$ cat src/rtl/collision_check.sv
`default_nettype none
// ============================================================================
// Module      : collision_check
// Description : Per-tick sequential AABB overlap scan of a player record
//               against NOBJ obstacle slots; sticky hit with first slot index.
// Revision    : 1.0 - initial release
// ============================================================================
// Record layout, MSB to LSB: type[TYPEW] | x[POSW] | y[POSW] | width[SIZEW] | height[SIZEW]
module collision_check #(
  parameter int NOBJ      = 4,
  parameter int IDXW      = 4,
  parameter int EMPTYTYPE = 0,
  localparam int TYPEW    = 4,
  localparam int POSW     = 8,
  localparam int SIZEW    = 8,
  localparam int DATALEN  = TYPEW + 2*POSW + 2*SIZEW
) (
  input  logic                    clk,
  input  logic                    reset,
  input  logic                    pause,
  input  logic                    tick,
  input  logic [DATALEN-1:0]      player,
  input  logic [NOBJ*DATALEN-1:0] obstacles,
  output logic                    busy,
  output logic                    done,
  output logic                    hit,
  output logic [IDXW-1:0]         hit_idx,
  output logic                    overrun
);

  localparam int C_H_LSB = 0;
  localparam int C_W_LSB = SIZEW;
  localparam int C_Y_LSB = 2*SIZEW;
  localparam int C_X_LSB = 2*SIZEW + POSW;
  localparam int C_T_LSB = 2*SIZEW + 2*POSW;

  typedef enum logic [1:0] {
    S_IDLE = 2'd0,
    S_SCAN = 2'd1,
    S_HALT = 2'd2
  } state_t;

  state_t                   r_state, w_state_nx;
  logic [IDXW-1:0]          r_idx, w_idx_nx;
  logic                     r_done, w_done_nx;
  logic                     r_hit, w_hit_nx;
  logic [IDXW-1:0]          r_hit_idx, w_hit_idx_nx;
  logic                     r_overrun, w_overrun_nx;
  logic                     w_load;
  logic [DATALEN-TYPEW-1:0] r_player;
  logic [DATALEN-1:0]       r_obs [NOBJ];
  logic [DATALEN-1:0]       w_slot;
  logic                     w_unused_ptype;

  // The player's type field plays no part in the overlap test.
  assign w_unused_ptype = ^player[C_T_LSB +: TYPEW];

  always_comb begin
    w_slot = '0;
    for (int i = 0; i < NOBJ; i++) begin
      if (r_idx == IDXW'(i)) w_slot = r_obs[i];
    end
  end

  logic [POSW:0] w_px, w_py, w_ox, w_oy, w_pxe, w_pye, w_oxe, w_oye;
  logic          w_empty, w_overlap;

  // Extents are one bit wider than a position so that far edges never wrap.
  assign w_px  = {1'b0, r_player[C_X_LSB +: POSW]};
  assign w_py  = {1'b0, r_player[C_Y_LSB +: POSW]};
  assign w_ox  = {1'b0, w_slot[C_X_LSB +: POSW]};
  assign w_oy  = {1'b0, w_slot[C_Y_LSB +: POSW]};
  assign w_pxe = w_px + {1'b0, r_player[C_W_LSB +: SIZEW]};
  assign w_pye = w_py + {1'b0, r_player[C_H_LSB +: SIZEW]};
  assign w_oxe = w_ox + {1'b0, w_slot[C_W_LSB +: SIZEW]};
  assign w_oye = w_oy + {1'b0, w_slot[C_H_LSB +: SIZEW]};

  assign w_empty   = (w_slot[C_T_LSB +: TYPEW] == TYPEW'(EMPTYTYPE));
  assign w_overlap = !w_empty && (w_px < w_oxe) && (w_ox < w_pxe) &&
                     (w_py < w_oye) && (w_oy < w_pye);

  always_comb begin
    w_state_nx   = r_state;
    w_idx_nx     = r_idx;
    w_done_nx    = 1'b0;
    w_hit_nx     = r_hit;
    w_hit_idx_nx = r_hit_idx;
    w_overrun_nx = r_overrun;
    w_load       = 1'b0;
    case (r_state)
      S_IDLE: begin
        if (tick) begin
          w_load     = 1'b1;
          w_idx_nx   = '0;
          w_state_nx = S_SCAN;
        end
      end
      S_SCAN: begin
        if (tick) w_overrun_nx = 1'b1;
        if (w_overlap) begin
          w_hit_nx     = 1'b1;
          w_hit_idx_nx = r_idx;
          w_done_nx    = 1'b1;
          w_state_nx   = S_HALT;
        end else if (r_idx == IDXW'(NOBJ-1)) begin
          w_done_nx  = 1'b1;
          w_state_nx = S_IDLE;
        end else begin
          w_idx_nx = r_idx + 1'b1;
        end
      end
      S_HALT: begin
        w_state_nx = S_HALT;
      end
      default: begin
        w_state_nx = S_IDLE;
      end
    endcase
  end

  always_ff @(posedge clk) begin
    if (reset) begin
      r_state   <= S_IDLE;
      r_idx     <= '0;
      r_done    <= 1'b0;
      r_hit     <= 1'b0;
      r_hit_idx <= '0;
      r_overrun <= 1'b0;
      r_player  <= '0;
      for (int i = 0; i < NOBJ; i++) r_obs[i] <= '0;
    end else if (!pause) begin
      r_state   <= w_state_nx;
      r_idx     <= w_idx_nx;
      r_done    <= w_done_nx;
      r_hit     <= w_hit_nx;
      r_hit_idx <= w_hit_idx_nx;
      r_overrun <= w_overrun_nx;
      if (w_load) begin
        r_player <= player[DATALEN-TYPEW-1:0];
        for (int i = 0; i < NOBJ; i++) r_obs[i] <= obstacles[i*DATALEN +: DATALEN];
      end
    end
  end

  assign busy    = (r_state == S_SCAN);
  assign done    = r_done;
  assign hit     = r_hit;
  assign hit_idx = r_hit_idx;
  assign overrun = r_overrun;

endmodule
`default_nettype wire

$ cat config.mk
export PLATFORM = sky130hd
export DESIGN_NAME = collision_check
export DESIGN_NICKNAME = d
export VERILOG_FILES = /design/src/rtl/collision_check.sv
export SDC_FILE = /design/constraint.sdc
export NUM_CORES = 1
export LEC_CHECK = 0
export BUFFER_PORTS_ARGS = -buffer_cell sky130_fd_sc_hd__buf_2
export CAP_MARGIN = 20
export CORE_MARGIN = 1.5
export CORE_UTILIZATION = 52
export CTS_CLUSTER_DIAMETER = 40
export DETAILED_ROUTE_END_ITERATION = 10
export MAX_ROUTING_LAYER = met4
export PLACE_DENSITY = 0.76
export SKIP_LAST_GASP = 1
export SYNTH_ARGS = -nofsm -noshare
export SYNTH_HDL_FRONTEND = slang
export SYNTH_SLANG_ARGS = --single-unit
export TNS_END_PERCENT = 10
$ cat constraint.sdc
create_clock -name clk -period 10.4 [get_ports clk]
set_input_delay 0.52 -clock clk [delete_from_list [all_inputs] [get_ports clk]]
set_output_delay 0.52 -clock clk [all_outputs]
set_load 0.05 [all_outputs]
# Yosys cells after proc, flatten, opt, wreduce, memory -nomap -nowiden

Memories as Yosys holds them, arrays and structs flattened.
Cells that the tools add are included.

Word-level logic and storage cells: 72
Memories: 1
Bits in registers: 45
Memory bits (writable): 144

Memory list:

| name  | depth | bits a word | rd ports | clocked after memory_dff | write ports | RTL line | RTL |
|---|---|---|---|---|---|---|---|
| r_obs | 4     | 36          | 4        | 0                        | 4           | 51       | `logic [DATALEN-1:0] r_obs [NOBJ];` |

Muxes and demuxes: 27
Reduce and logical (&&, ||, !) cells: 14
Order comparisons: 4
Add/sub/neg operators: 5
Eq/ne operators: 9
Bitwise gates (word level): 5

Operators with widths:

| cell                | count |
|---|---|
| $mux 36             | 8 |
| $add 8x8->9         | 4 |
| $lt 8x9->1          | 4 |
| $mux 4              | 3 |
| $mux 1              | 11 |
| $reduce_and 3->1    | 3 |
| $eq 4x2->1 const B  | 2 |
| $logic_not 4->1     | 2 |
| $pmux 4 s2          | 1 |
| $mux 2              | 3 |
| $ne 2x2->1 const B  | 3 |
| $pmux 2 s3          | 1 |
| $reduce_and 5->1    | 1 |
| $add 4x1->4 const B | 1 |
| $eq 4x1->1 const B  | 1 |
| $logic_and 1x1->1   | 4 |
| $or 1x1->1          | 4 |
| $ne 3x1->1 const B  | 1 |
| $eq 2x1->1 const B  | 1 |
| $eq 2x2->1 const B  | 1 |
| $logic_not 2->1     | 1 |
| $reduce_and 2->1    | 1 |
| $reduce_bool 2->1   | 1 |
| $logic_not 1->1     | 1 |
| $not 1->1           | 1 |

# Logic depth before layout (Yosys ltp)

Depth after elaboration: 13
Mapped depth: 24
Depth with buffers taken out: 22

# Worst setup path after synthesis

No wires, ideal clock.

Kind: reg2reg
Start: reg r_idx[1]
End: reg r_hit_idx[0] (netlist: hit_idx[0])
Data arrival time: 4.472 ns
Slack: 5.857 ns
Period minus slack after synthesis: 4.543 ns
Cell stages (with the launch flop): 24
Library setup time: 0.072 ns
Required time: 10.328 ns
Path buffers: 2
Path through: dfxtp_1 inv_1 ha_1 nor4b_4 clkbuf_1 a22oi_1 nor2_1 a21oi_1 o21ai_0 ha_1 inv_1 fa_1 nor2b_1 o21ai_0 a21o_1 ha_1 a211o_1 o211ai_1 o211ai_1 a32o_1 a311oi_2 and3_1 buf_6 mux2i_1

Cells in the longest elaborated chain, start to end: 12
Elaborated cells between the ends (all ways): 21
Classes of those cells: add/sub: 2; order compare: 4; eq/ne: 3; mux: 4; reduce/logical: 8

Ends and longest elaborated chain:

| element                                               | RTL line | RTL |
|---|---|---|
| from (decl)                                           | 44       | `logic [IDXW-1:0] r_idx, w_idx_nx;` |
| from (signal assigned)                                | 133      | `r_idx <= w_idx_nx;` |
| $logic_not 4->1                                       | 61       | `if (r_idx == IDXW'(i)) w_slot = r_obs[i];` |
| $mux 36 (3 in series)                                 | 61       |  |
| $mux 36 *                                             | 61       |  |
| $add 8x8->9 / $logic_not 4->1 (equally long branches) | 75, 78   |  |
| $lt 8x9->1 / $logic_not 1->1 (equally long branches)  | 79       | `assign w_overlap = !w_empty && (w_px < w_oxe) && (w_ox < w_pxe) &&` |
| $logic_and 1x1->1 (3 in series)                       | 79       |  |
| $logic_and 1x1->1 *                                   | 80       | `(w_py < w_oye) && (w_oy < w_pye);` |
| $reduce_and 3->1 (no line) *                          | --       |  |
| to (signal assigned)                                  | 136      | `r_hit_idx <= w_hit_idx_nx;` |
| to (decl)                                             | 47       | `logic [IDXW-1:0] r_hit_idx, w_hit_idx_nx;` |

Every way passes the cells marked *; elsewhere a longest branch is shown, timed or not.
A chain may end at the register's enable or synchronous reset.

# Worst setup path after layout

Start: reg r_idx[1]
End: reg r_hit_idx[1] (netlist: hit_idx[1])

Cells in the longest elaborated chain, start to end: 12
Elaborated cells between the ends (all ways): 21
Classes of those cells: add/sub: 2; order compare: 4; eq/ne: 3; mux: 4; reduce/logical: 8

Ends and longest elaborated chain:

| element                                               | RTL line |
|---|---|
| $logic_not 4->1                                       | 61 |
| $mux 36 (4 in series)                                 | 61 |
| $add 8x8->9 / $logic_not 4->1 (equally long branches) | 75, 78 |
| $lt 8x9->1 / $logic_not 1->1 (equally long branches)  | 79 |
| $logic_and 1x1->1 (3 in series)                       | 79 |
| $logic_and 1x1->1                                     | 80 |
| $reduce_and 3->1 (no line)                            | -- |

Several ways; a longest one is shown, not always the timed one.

==> parameters.txt <==
Parameter                              Value

Pwr
  Switching part of the total    35.1%
  Internal Dissipation    1.68 mW
  Reported net switching power    911 uW
  Part of the total power dissipated in the clock network    about a quarter
  Sequential share of power    between 30% and 40%
  Power per unit of standard cell area    226 mW/mm2
  Cell leakage power    between 4 and 5 nW
  Maximum VDD drop    0.125 mV
  Comb pwr share    35.3%

Clocking
  Clock latency at the later pin of the worst-skew pair    approximately 430 ps
  Number of buffers created by CTS    17
  CTS resizes    0
  Root buffer cell    sky130_fd_sc_hd__clkbuf_16
  Number of clock sinks    189
  Number of setup buffers added after CTS    0
  Total number of H-tree levels    4
  Clock buffer depth    2
  Hold buffers post-CTS    0
  TritonCTS clock tree    built
  Clock-pin transition on the worst setup and hold timing paths    70 ps

Outcome
  Violated checks    design-rule violations
  Run status    finished, violations left

Route
  Via total after detailed routing    6870
  Antenna-violating nets left    0
  Drt drc    8
  DRC marker count from the first detailed-route iteration    485
  Detailed-route wire length    21200 um
  DR pass1 iterations    8
  Number of vias per cell after detailed routing    5.40
  WL/cell    16.6 um

Setup path
  Largest fanout on the critical path    31
  Startpoint of the most critical register-to-register path    r_idx[1]
  Data required, critical path    10760 ps
  Endpoint of the worst register-to-register path    hit_idx[1]
  Worst reg-to-reg setup slack    4870 ps
  CP endpoint kind    flop
  Depth of the most critical reg-to-reg path    21
  Sort of element at the start of the critical path    flop
  Worst Path Arrival    5890 ps
  CP Class    flop to flop

Synth
  Net count of the mapped netlist    1110
  Syn. warnings    0
  Syn Std Cell Area    0.00966 mm2
  Cell variety after synth    59
  Async set or reset register ratio after synthesis    0%
  Count of mapped cells out of synthesis    858
  Avg Synthesized Cell Area    11.3 um2
  Count of flip-flops with a built-in enable after synthesis    144
  Proportion of synthesized chip area in sequential cells    54.1%
  Most common flop cell mapped by yosys    sky130_fd_sc_hd__edfxtp_1
  Post-synthesis register bit count    about 190

GRT
  Number of antenna violations at the first check in global routing    1
  Global Route Usage Sum    between 20 and 25%
  Via count of the first global-routing pass    6652
  Wire length of the first global-routing pass    33400 um
  GR Overflow Total    0
  Largest net degree at the start of global routing    145
  Most heavily used metal layer in global routing    met2
  Global Route met1 Usage    31.1%
  Global routing met2 resource utilization    34.6%
  Global routing usage on met3    roughly 4.4%

Cells and area
  Leading cell type in the layout, fill and taps excluded    sky130_fd_sc_hd__buf_2
  Count of non-filler cells in the finished layout    1273
  Final #Nets    between 1000 and 1500
  Layout area overhead    18.7%
  Leading cell types in the layout, fill and taps excluded    sky130_fd_sc_hd__buf_2 (187), sky130_fd_sc_hd__and2_1 (148), sky130_fd_sc_hd__edfxtp_1 (144)
  Number of fillers in the final layout    1385
  Fraction of final layout cells with drive strength greater than 1    22.9%
  Final core area utilization    63.4%

Timing
  Total of endpoints with negative setup slack in the final report    0
  Setup repair after global routing missed its margin    false
  Min Clock Period, post-route    5530 ps
  Worst Skew    10.4 ps
  Total negative slack for setup checks    0 ps
  Max transition margin    58.8%
  Number of slew-limit violations in the final report    0
  Period utilization    between 50% and 60%
  Maximum achievable frequency    ~0.18 GHz
  Final hold vios    0
  Actual slew at the worst max-slew pin    slightly above 600 ps

Hold path
  End of the worst hold path    r_player[15]
  Instance count along the most critical hold path    2
  Hold_sp    player[15]
  Classification of the worst-slack hold path    input port to flop

Floorplan
  Die extent in x    139 um
  Initial Utilization    around 53%
  Die Height    139 um
  Total die area    approximately 0.019 mm2
  Number of top-level pins    192
  # rows    49
  Core Footprint    0.0181 mm2

Placement
  Detailed-placement wirelength estimate    15100 um
  Total instance count after detailed placement    1238
  Placer's final routability congestion estimate    0.837
  Port Buffer Count    187

Job
  Number of max-capacitance violations reported    0
[cell type report]
type	instances	area, um2	share of cell area (%)
flip-flops and latches	189	5230	45.6
multi-input cells	607	4220	36.8
repair buffers	197	1050	9.17
clock buffers	17	425	3.71
well taps	229	287	2.50
clock inverters	15	183	1.59
inverters	18	72.6	0.633
diodes	1	2.50	0.0218
[registers in the layout, indices dropped and copies added (netlist names)]
name and flops:
overrun 1, hit_idx 4, r_player 32, hit 1, done 1, r_state 2, r_idx 4, r_obs 144
[power by group through the flow]
stage / sequential [mW] / combinational, mW / clock, mW
finish: 1.01 / 0.917 / 0.665
global route: 1.02 / 1.04 / 0.706
CTS: 1.01 / 0.915 / 0.678
detailed placement: 1.03 / 0.905 / 0
global placement: 1.02 / 0.880 / 0
floorplan: 1.03 / 0.652 / 0
[metal layers]
metal	up-vias	share of wire [%]
met3	28	5.1
met2	221	46
li1	3486	-
met1	3135	47
met4	0	2.1
met5	-	0
[synth_stat cells, types with 13 or more instances]
library cell	number	area [um2]
sky130_fd_sc_hd__ha_1	64	801
sky130_fd_sc_hd__edfxtp_1	144	4320
sky130_fd_sc_hd__o21ai_0	51	255
sky130_fd_sc_hd__and2_1	148	926
sky130_fd_sc_hd__dfxtp_1	45	901
sky130_fd_sc_hd__inv_1	17	63.8
sky130_fd_sc_hd__a22oi_1	30	225
sky130_fd_sc_hd__nor2_1	46	173
sky130_fd_sc_hd__clkbuf_1	38	143
sky130_fd_sc_hd__a21oi_1	54	270
sky130_fd_sc_hd__nand2_1	55	206
sky130_fd_sc_hd__xnor2_1	13	114
sky130_fd_sc_hd__a22o_1	33	289
[how the worst max path moves through the flow]
| stage | startpoint | endpoint | cells past startpoint |
|---|---|---|---|
| floorplan | r_idx[1] | hit_idx[0] | 23 |
| global placement | r_idx[1] | hit_idx[0] | 22 |
| detailed placement | r_idx[1] | hit_idx[1] | 21 |
| CTS | r_idx[1] | hit_idx[1] | 21 |
| global route | r_idx[1] | hit_idx[1] | 22 |
| finish | r_idx[1] | hit_idx[1] | 21 |
[logic make-up (layout without fill, tap and decap cells)]
family / count (synthesis) / in the layout / synth area share [%]
adder cells (fa/ha/maj): 68 / 68 / 9.12
multiplexers: 3 / 3 / 0.311
AO/OA/AOI/OAI: 223 / 223 / 15.4
AND/OR/NAND/NOR: 291 / 291 / 16.6
other: 0 / 1 / 0
XOR/XNOR: 22 / 22 / 2.00
flip-flops: 189 / 189 / 54.1
buffers and inverters: 62 / 247 / 2.51
[worst max-delay path, stage by stage, from the launching register on]
cell and delay [ps]:
sky130_fd_sc_hd__dfxtp_1 450, sky130_fd_sc_hd__inv_1 120, sky130_fd_sc_hd__ha_1 290, sky130_fd_sc_hd__nor4b_4 220, sky130_fd_sc_hd__buf_4 380, sky130_fd_sc_hd__a22oi_1 160, sky130_fd_sc_hd__o21ai_0 410, sky130_fd_sc_hd__nand2_1 160
sky130_fd_sc_hd__nand2_1 120, sky130_fd_sc_hd__inv_1 60, sky130_fd_sc_hd__fa_1 440, sky130_fd_sc_hd__nor2b_1 150, sky130_fd_sc_hd__o21ai_0 90, sky130_fd_sc_hd__a21o_1 170, sky130_fd_sc_hd__ha_1 280, sky130_fd_sc_hd__a211o_1 300
sky130_fd_sc_hd__o211ai_1 100, sky130_fd_sc_hd__o211ai_1 140, sky130_fd_sc_hd__a32o_1 310, sky130_fd_sc_hd__a311oi_2 480, sky130_fd_sc_hd__and3_1 370, sky130_fd_sc_hd__mux2i_1 210
[through the flow]
step                setup WS, ps  instance area [um2]  hold slack (ps)  power [mW]
floorplan                   5860                 9660              456        1.68
global placement            5060                10800              459        1.90
detailed placement          4930                10800              463        1.94
CTS                         4870                11400              282        2.61
global route                4530                11500              292        2.77
finish                      4870                11500              301        2.59
Note: power is estimated with default switching activity, not from simulation.
